**src/rtl/mux_scan_pkg.sv**
```systemverilog
// mux_scan_pkg: shared FSM state type and width/select helpers for mux_scan_reg.
// Optional feature macro used by the design: MUX_SCAN_MASK_EN.
package mux_scan_pkg;
    typedef enum logic [1:0] {IDLE, MANUAL, SCAN} state_t;

    function automatic int sel_width(input int n);
        return (n > 1) ? $clog2(n) : 1;
    endfunction

    function automatic int clamp_sel(input int sel, input int n);
        return (sel >= n) ? n - 1 : sel;
    endfunction
endpackage

```
**src/rtl/scan_ptr_gen.sv**
```systemverilog
// scan_ptr_gen: dwell counter and scan pointer with wrap detection for mux_scan_reg.
// Define MUX_SCAN_MASK_EN to add ch_mask and skip unmasked channels during the advance.
module scan_ptr_gen import mux_scan_pkg::*; #(
    parameter int N = 8,
    parameter int DWELL = 4,
    localparam int SW = sel_width(N)
) (
    input  logic          clk,
    input  logic          rst,
    input  logic          adv_en,
    input  logic          clear,
`ifdef MUX_SCAN_MASK_EN
    input  logic [N-1:0]  ch_mask,
`endif
    output logic [SW-1:0] ptr,
    output logic          wrap_next
);
    localparam int DCW = sel_width(DWELL);
    logic [DCW-1:0] r_dwell;
    logic [SW-1:0]  r_ptr;
    logic [SW-1:0]  w_nxt;
    logic           r_pend;
    logic           w_wrapped;
    logic           w_last;
    assign w_last = r_dwell == DCW'(DWELL - 1);
`ifdef MUX_SCAN_MASK_EN
    // Descending search so the nearest enabled index after r_ptr wins; all-zero mask holds.
    always_comb begin
        w_nxt = r_ptr;
        w_wrapped = 1'b0;
        for (int i = N; i >= 1; i--) begin
            if (ch_mask[(int'(r_ptr) + i) % N]) begin
                w_nxt = SW'((int'(r_ptr) + i) % N);
                w_wrapped = (int'(r_ptr) + i) >= N;
            end
        end
    end
`else
    assign w_nxt = (r_ptr == SW'(N - 1)) ? '0 : r_ptr + 1'b1;
    assign w_wrapped = r_ptr == SW'(N - 1);
`endif
    // r_pend remembers a wrap so it can be flagged on the capture that returns to the start.
    always_ff @(posedge clk) begin
        if (rst || clear) begin
            r_dwell <= '0;
            r_ptr <= '0;
            r_pend <= 1'b0;
        end else if (adv_en) begin
            r_dwell <= w_last ? '0 : r_dwell + 1'b1;
            r_ptr <= w_last ? w_nxt : r_ptr;
            r_pend <= w_last && w_wrapped;
        end
    end
    assign ptr = r_ptr;
    assign wrap_next = r_pend;
endmodule

```
**src/rtl/mux_scan_reg.sv**
```systemverilog
// mux_scan_reg: N-channel W-bit registered mux with valid/ready output and auto-scan mode.
// Define MUX_SCAN_MASK_EN to add the ch_mask input that restricts which channels are scanned.
module mux_scan_reg import mux_scan_pkg::*; #(
    parameter int N = 8,
    parameter int W = 1,
    parameter int DWELL = 4,
    localparam int SW = sel_width(N)
) (
    input  logic          clk,
    input  logic          rst,
    input  logic [N*W-1:0] D,
    input  logic [SW-1:0] sel,
    input  logic          mode,
    input  logic          out_ready,
`ifdef MUX_SCAN_MASK_EN
    input  logic [N-1:0]  ch_mask,
`endif
    output logic [W-1:0]  Y,
    output logic          out_valid,
    output logic [SW-1:0] cur_sel,
    output logic          wrap
);
    state_t        r_state;
    state_t        w_state_nxt;
    logic [W-1:0]  r_y;
    logic          r_valid;
    logic [SW-1:0] r_cur;
    logic          r_wrap;
    logic          w_cap;
    logic          w_scan;
    logic          w_clear;
    logic          w_adv;
    logic          w_wrap_next;
    logic [SW-1:0] w_ptr;
    logic [SW-1:0] w_ch;
    always_ff @(posedge clk) begin
        if (rst)
            r_state <= IDLE;
        else
            r_state <= w_state_nxt;
    end
    // Every non-reset state simply follows mode; the capture uses the state held this cycle.
    always_comb begin
        w_state_nxt = mode ? SCAN : MANUAL;
        w_scan = r_state == SCAN;
        w_cap = (r_state != IDLE) && (!r_valid || out_ready);
        w_clear = (r_state == MANUAL) && mode;
        w_adv = w_cap && w_scan;
        w_ch = w_scan ? w_ptr : SW'(clamp_sel(int'(sel), N));
    end
    scan_ptr_gen #(.N(N), .DWELL(DWELL)) u_ptr (
        .clk       (clk),
        .rst       (rst),
        .adv_en    (w_adv),
        .clear     (w_clear),
`ifdef MUX_SCAN_MASK_EN
        .ch_mask   (ch_mask),
`endif
        .ptr       (w_ptr),
        .wrap_next (w_wrap_next)
    );
    always_ff @(posedge clk) begin
        if (rst) begin
            r_y <= '0;
            r_valid <= 1'b0;
            r_cur <= '0;
            r_wrap <= 1'b0;
        end else begin
            r_wrap <= w_adv && w_wrap_next;
            if (w_cap) begin
                r_y <= D[int'(w_ch) * W +: W];
                r_cur <= w_ch;
                r_valid <= 1'b1;
            end
        end
    end
    assign Y = r_y;
    assign out_valid = r_valid;
    assign cur_sel = r_cur;
    assign wrap = r_wrap;
endmodule

```
**config.mk**
```make
export PLATFORM = sky130hd
export DESIGN_NAME = mux_scan_reg
export DESIGN_NICKNAME = d
export VERILOG_FILES = /design/src/rtl/mux_scan_pkg.sv /design/src/rtl/scan_ptr_gen.sv /design/src/rtl/mux_scan_reg.sv
export SDC_FILE = /design/constraint.sdc
export NUM_CORES = 1
export LEC_CHECK = 0
export CAP_MARGIN = 30
export CORE_MARGIN = 2
export CORE_UTILIZATION = 39
export DETAILED_ROUTE_END_ITERATION = 6
export PLACE_DENSITY = 0.73
export SYNTH_ARGS = -nofsm -noshare
export SYNTH_HDL_FRONTEND = slang
export SYNTH_SLANG_ARGS = --single-unit
```
**constraint.sdc**
```tcl
create_clock -name clk -period 1.65 [get_ports clk]
set_input_delay 0.33 -clock clk [delete_from_list [all_inputs] [get_ports clk]]
set_output_delay 0.33 -clock clk [all_outputs]
set_load 0.005 [all_outputs]
```
## Yosys cells after proc, flatten, opt, wreduce, memory -nomap -nowiden

Cells that the tools add are included.

| operators by class | value |
|---|---|
| equal/unequal tests | 4 |
| reductions and logical operators | 10 |
| order comparisons | 0 |
| mux-type cells | 4 |
| $add $sub $neg | 2 |
| divide/modulo/power cells | 0 |
| shifts and indexed selects | 1 |
| bitwise gates (word level) | 0 |
| $mul | 0 |

Operators with widths:

| cell | number |
|---|---|
| variable part select 8 x 4 -> 1 bit | 1 |
| two-way mux 3 bit | 2 |
| logical AND 1 bit | 5 |
| equality test 2 bit, second input constant | 2 |
| two-way mux 2 bit | 2 |
| adder 3 x 1 -> 3 bit, second input constant | 1 |
| equality test 3 bit, second input constant | 1 |
| adder 2 x 1 -> 2 bit, second input constant | 1 |
| equality test 2 x 1 -> 1 bit, second input constant | 1 |
| logical OR 1 bit | 2 |
| AND reduction 2 bit | 1 |
| nonzero test 2 bit | 1 |
| zero test 1 bit | 1 |

| word-level totals | value |
|---|---|
| bits in writable memories | 0 |
| memories | 0 |
| input port bits | 15 |
| bits in registers | 14 |
| output and inout bits | 6 |
| ROM bits | 0 |
| latch bits | 0 |
| logic and storage cells | 29 |

## Longest topological paths before layout

| logic depth | value |
|---|---|
| depth after elaboration | 5 |
| mapped depth | 5 |

## Modules after synthesis

Synthesis repeated with hierarchy kept, for this count alone.

| unflattened totals | value |
|---|---|
| cells, all modules | 69 |
| area, all modules | 695.7 µm² |

Modules (own cells, without submodules):

| module | cells each | instances | area an instance (µm²) |
|---|---|---|---|
| mux_scan_reg | 40 | 1 | 392.9 |
| scan_ptr_gen | 29 | 1 | 302.8 |

## Worst setup path before layout

Ideal clock, no wire load.

| timing | value |
|---|---|
| path kind | register to register |
| start point | reg r_state[0] |
| end point | reg r_y, in the netlist Y |
| library setup time | 129 ps |
| buffers on the path | 0 |
| cell stages (with the launch flop) | 6 |
| arrival time | 1,517 ps |
| path slack | 4 ps |
| clock period less this slack | 1,646 ps |
| cell sequence | dfxtp_1 nand2b_4 mux2i_4 mux4_2 nand3_1 a21oi_2 |

| between the ends | value |
|---|---|
| longest elaborated chain between the ends | 3 |
| elaborated cells on any way between the ends | 5 |

Ends and longest elaborated chain:

| what | line | source |
|---|---|---|
| from (decl) | mux_scan_reg.sv:23 | `state_t r_state;` |
| from (signal assigned) | mux_scan_reg.sv:40 | `r_state <= w_state_nxt;` |
| equality test 2 bit | mux_scan_reg.sv:45 | `w_scan = r_state == SCAN;` |
| two-way mux 3 bit | mux_scan_reg.sv:49 | `w_ch = w_scan ? w_ptr : SW'(clamp_sel(int'(sel), N));` |
| variable part select 8 x 4 -> 1 bit | mux_scan_reg.sv:71 | `r_y <= D[int'(w_ch) * W +: W];` |
| to (signal assigned) | mux_scan_reg.sv:71 |  |
| to (decl) | mux_scan_reg.sv:25 | `logic [W-1:0] r_y;` |

Parallel ways exist; a longest one is shown, timed or not.
A chain may end at the register's enable or synchronous reset.

## Worst setup path after layout

Ends and elaborated chain as after synthesis.

==> summary.md <==
| Metric | Value |
|---|---|
| Post-synth top area cell | dfxtp_1 |
| Initial antenna violation count | 0 |
| Synth Register Bits | 14 |
| Routed wire length per instance | 12.0 µm |
| CTS tree | done |
| Area delta synth->final | 47.6% |
| Slew Limit Fails | 0 |
| Slew Limit Headroom | 0.767 |
| Synth cell count leaders | dfxtp_1, a21oi_1, nand2_1 |
| Nets | 127 |
| Max-cap viol count | 0 |
| Top Ports | 21 |
| Clk_lat worst skew | 280 ps |
| Num rows | 15 |
| Final wirelength | 1.49 mm |
| Syn_nets | 93 |
| Yosys Warn Count | 0 |
| Power Density | 708 nW/µm² |
| Critical path fanouts, max | 7 |
| ANT cells | 0 |
| Area of the core | 1670 µm² |
| Postcts setup bufs | 0 |
| Num CTS Buffers | 3 |
| CTS max path bufs | 2 |
| Synth area leaders | dfxtp_1, a21oi_1, ha_1 |
| Mean post-synth cell area | 8.98 µm² |
| Placed Cells | 121 |
| Clk slew on worst S/H paths | 80 ps |
| Global-route wire length before repair | 2.43 mm |
| Finished Layout Cells | 124 |
| Asr flop ratio synth | 0 |
| ANT nets after route | 0 |
| WS Path Type | flip-flop to flip-flop |
| Global route total overflow | 0 |
| # fillers | 142 |
| Leakage | 0.398 nW |
| DR pass1 iterations | 4 |
| Final period utilization | 0.940 |
| Footprint of the multi-input gates | 389 µm² |
| Drt drc | 0 |
| Final-report setup violation count | 0 |
| Routability congestion estimate | 0.770 |
| Drt via density | 5.14 |
| Startpoint Class | flip-flop |
| Synthesized area | 673 µm² |
| Vias after detailed routing | 637 |
| Clock root cell | clkbuf_4 |
| Worst slew pin tran | 340 ps |
| RSZ-0062 raised after global routing | false |
| VDD IR max | 547 µV |
| Via count of the first global-routing pass | 578 |
| Synth top area share | 0.416 |
| Starting DRT DRC Count | 4 |
| Top FF cell, synth | dfxtp_1 |
| IO Port Bufs | 20 |
| Most frequent cell after synthesis | dfxtp_1 |
| Sequential fraction of the synthesis area | 0.416 |
| Initial core utilization | 0.403 |
| Final hold viol count | 0 |
| Final HPWL DP | 1.20 mm |
| Distinct cells, synth | 26 |
| H-tree depth | 1 |
| CP endpoint kind | flip-flop |
| Worst path arrival time | 1770 ps |
| Fraction of layout cells with a size suffix above 1 | 0.178 |
| CTS sink cnt | 14 |
| Hold buffers post-CTS | 0 |
| Die Y | 45.5 µm |
| Outcome | complete, no violations |
| Post-synth EDFFs | 0 |
| Die ar. | 2070 µm² |
| Worst min path class | flip-flop to flip-flop |
| Post-Route Utilization | 0.595 |
| Skew final | 3.28 ps |
| FMAX | 0.645 GHz |
| Register Area | 282 µm² |
| Syn Inst Count | 75 |
| Crit path time final | 1550 ps |
| Post-CTS resize count | 0 |
| GRT Util Overall | 0.170 |
| Die X | 45.5 µm |
| Largest net degree at the start of global routing | 9 |
| Crit path required time | 1870 ps |
## power by group
group / switching (W) / leakage [nW] / total (W) / internal [W]
logic: 0.0000565 / 0.269 / 0.000150 / 0.0000939
clock network: 0.000106 / 0.0138 / 0.000190 / 0.0000846
registers: 0.0000108 / 0.115 / 0.000363 / 0.000352
## area by class of cell
class / instances / area share
Sequential cell: 14 / 0.283
Multi-Input combinational cell: 59 / 0.392
Clock buffer: 3 / 0.0227
Inverter: 1 / 0.00378
Timing Repair Buffer: 30 / 0.277
Tap cell: 17 / 0.0214
## layer usage
layer | part of all wire | track usage | vias to the layer above
li1 | - | - | 334
met1 | 0.47 | 0.218 | 285
met2 | 0.46 | 0.234 | 12
met3 | 0.028 | 0.0357 | 6
met4 | 0.040 | 0.153 | 0
met5 | 0 | 0 | -
## logic make-up (layout without fill, tap and decap cells)
kind of cell,count (synthesis),count (layout),share of synthesized area
and+or+nand+nor,33,33,0.247
buffers and inverters,2,34,0.0111
muxes,5,5,0.112
DFF,14,14,0.416
adders and majority gates,3,3,0.0558
AOI/OAI and AO/OA,18,18,0.158
## flip-flops by register name, summed over array words and instances, names as in the netlist
signal and cells:
wrap 1, r_state 2, u_ptr.ptr 3, out_valid 1
Y 1, u_ptr.r_dwell 2, cur_sel 3, u_ptr.wrap_next 1
## cell usage in the layout (no fill, tap or decap), types with 2 or more instances in the layout
cell type	count
a21oi_1	11
buf_4	10
clkbuf_4	3
clkdlybuf4s50_1	20
dfxtp_1	13
ha_1	3
mux2i_1	3
nand2_1	10
nand2b_1	2
nand3_1	4
nor2_1	8
nor2b_1	2
nor3_1	2
## metrics by stage
step | setup WS, ps | setup TNS [ps] | instance area, µm² | total power [W] | hold WS (ps)
after floorplan | 4.41 | 0 | 673 | 0.000433 | 402
after global placement | -88.2 | -88.2 | 966 | 0.000515 | 434
after detailed placement | -151 | -151 | 966 | 0.000519 | 444
after CTS | 58.0 | 0 | 988 | 0.000707 | 457
after global routing | 17.8 | 0 | 993 | 0.000747 | 477
final | 99.7 | 0 | 993 | 0.000703 | 455
## critical path, cell delays in order (launching register included)
cell and delay [ps]:
dfxtp_1 320, buf_4 150, or3b_1 350, a21oi_1 200
a21oi_1 60, a221o_1 290, a21oi_2 130
## path summary, 6_finish.rpt
kind	end	start	depth (start not counted)	slack, ps
worst max-delay path	Y$_SDFFE_PP0N_	r_state[0]$_SDFF_PP0_	6	100
worst max register to register	Y$_SDFFE_PP0N_	r_state[0]$_SDFF_PP0_	6	100
worst min-delay path	cur_sel[2]$_SDFFE_PP0N_	cur_sel[2]$_SDFFE_PP0N_	2	450
worst min register to register	cur_sel[2]$_SDFFE_PP0N_	cur_sel[2]$_SDFFE_PP0N_	2	450
(Power assumes the default switching activity.)
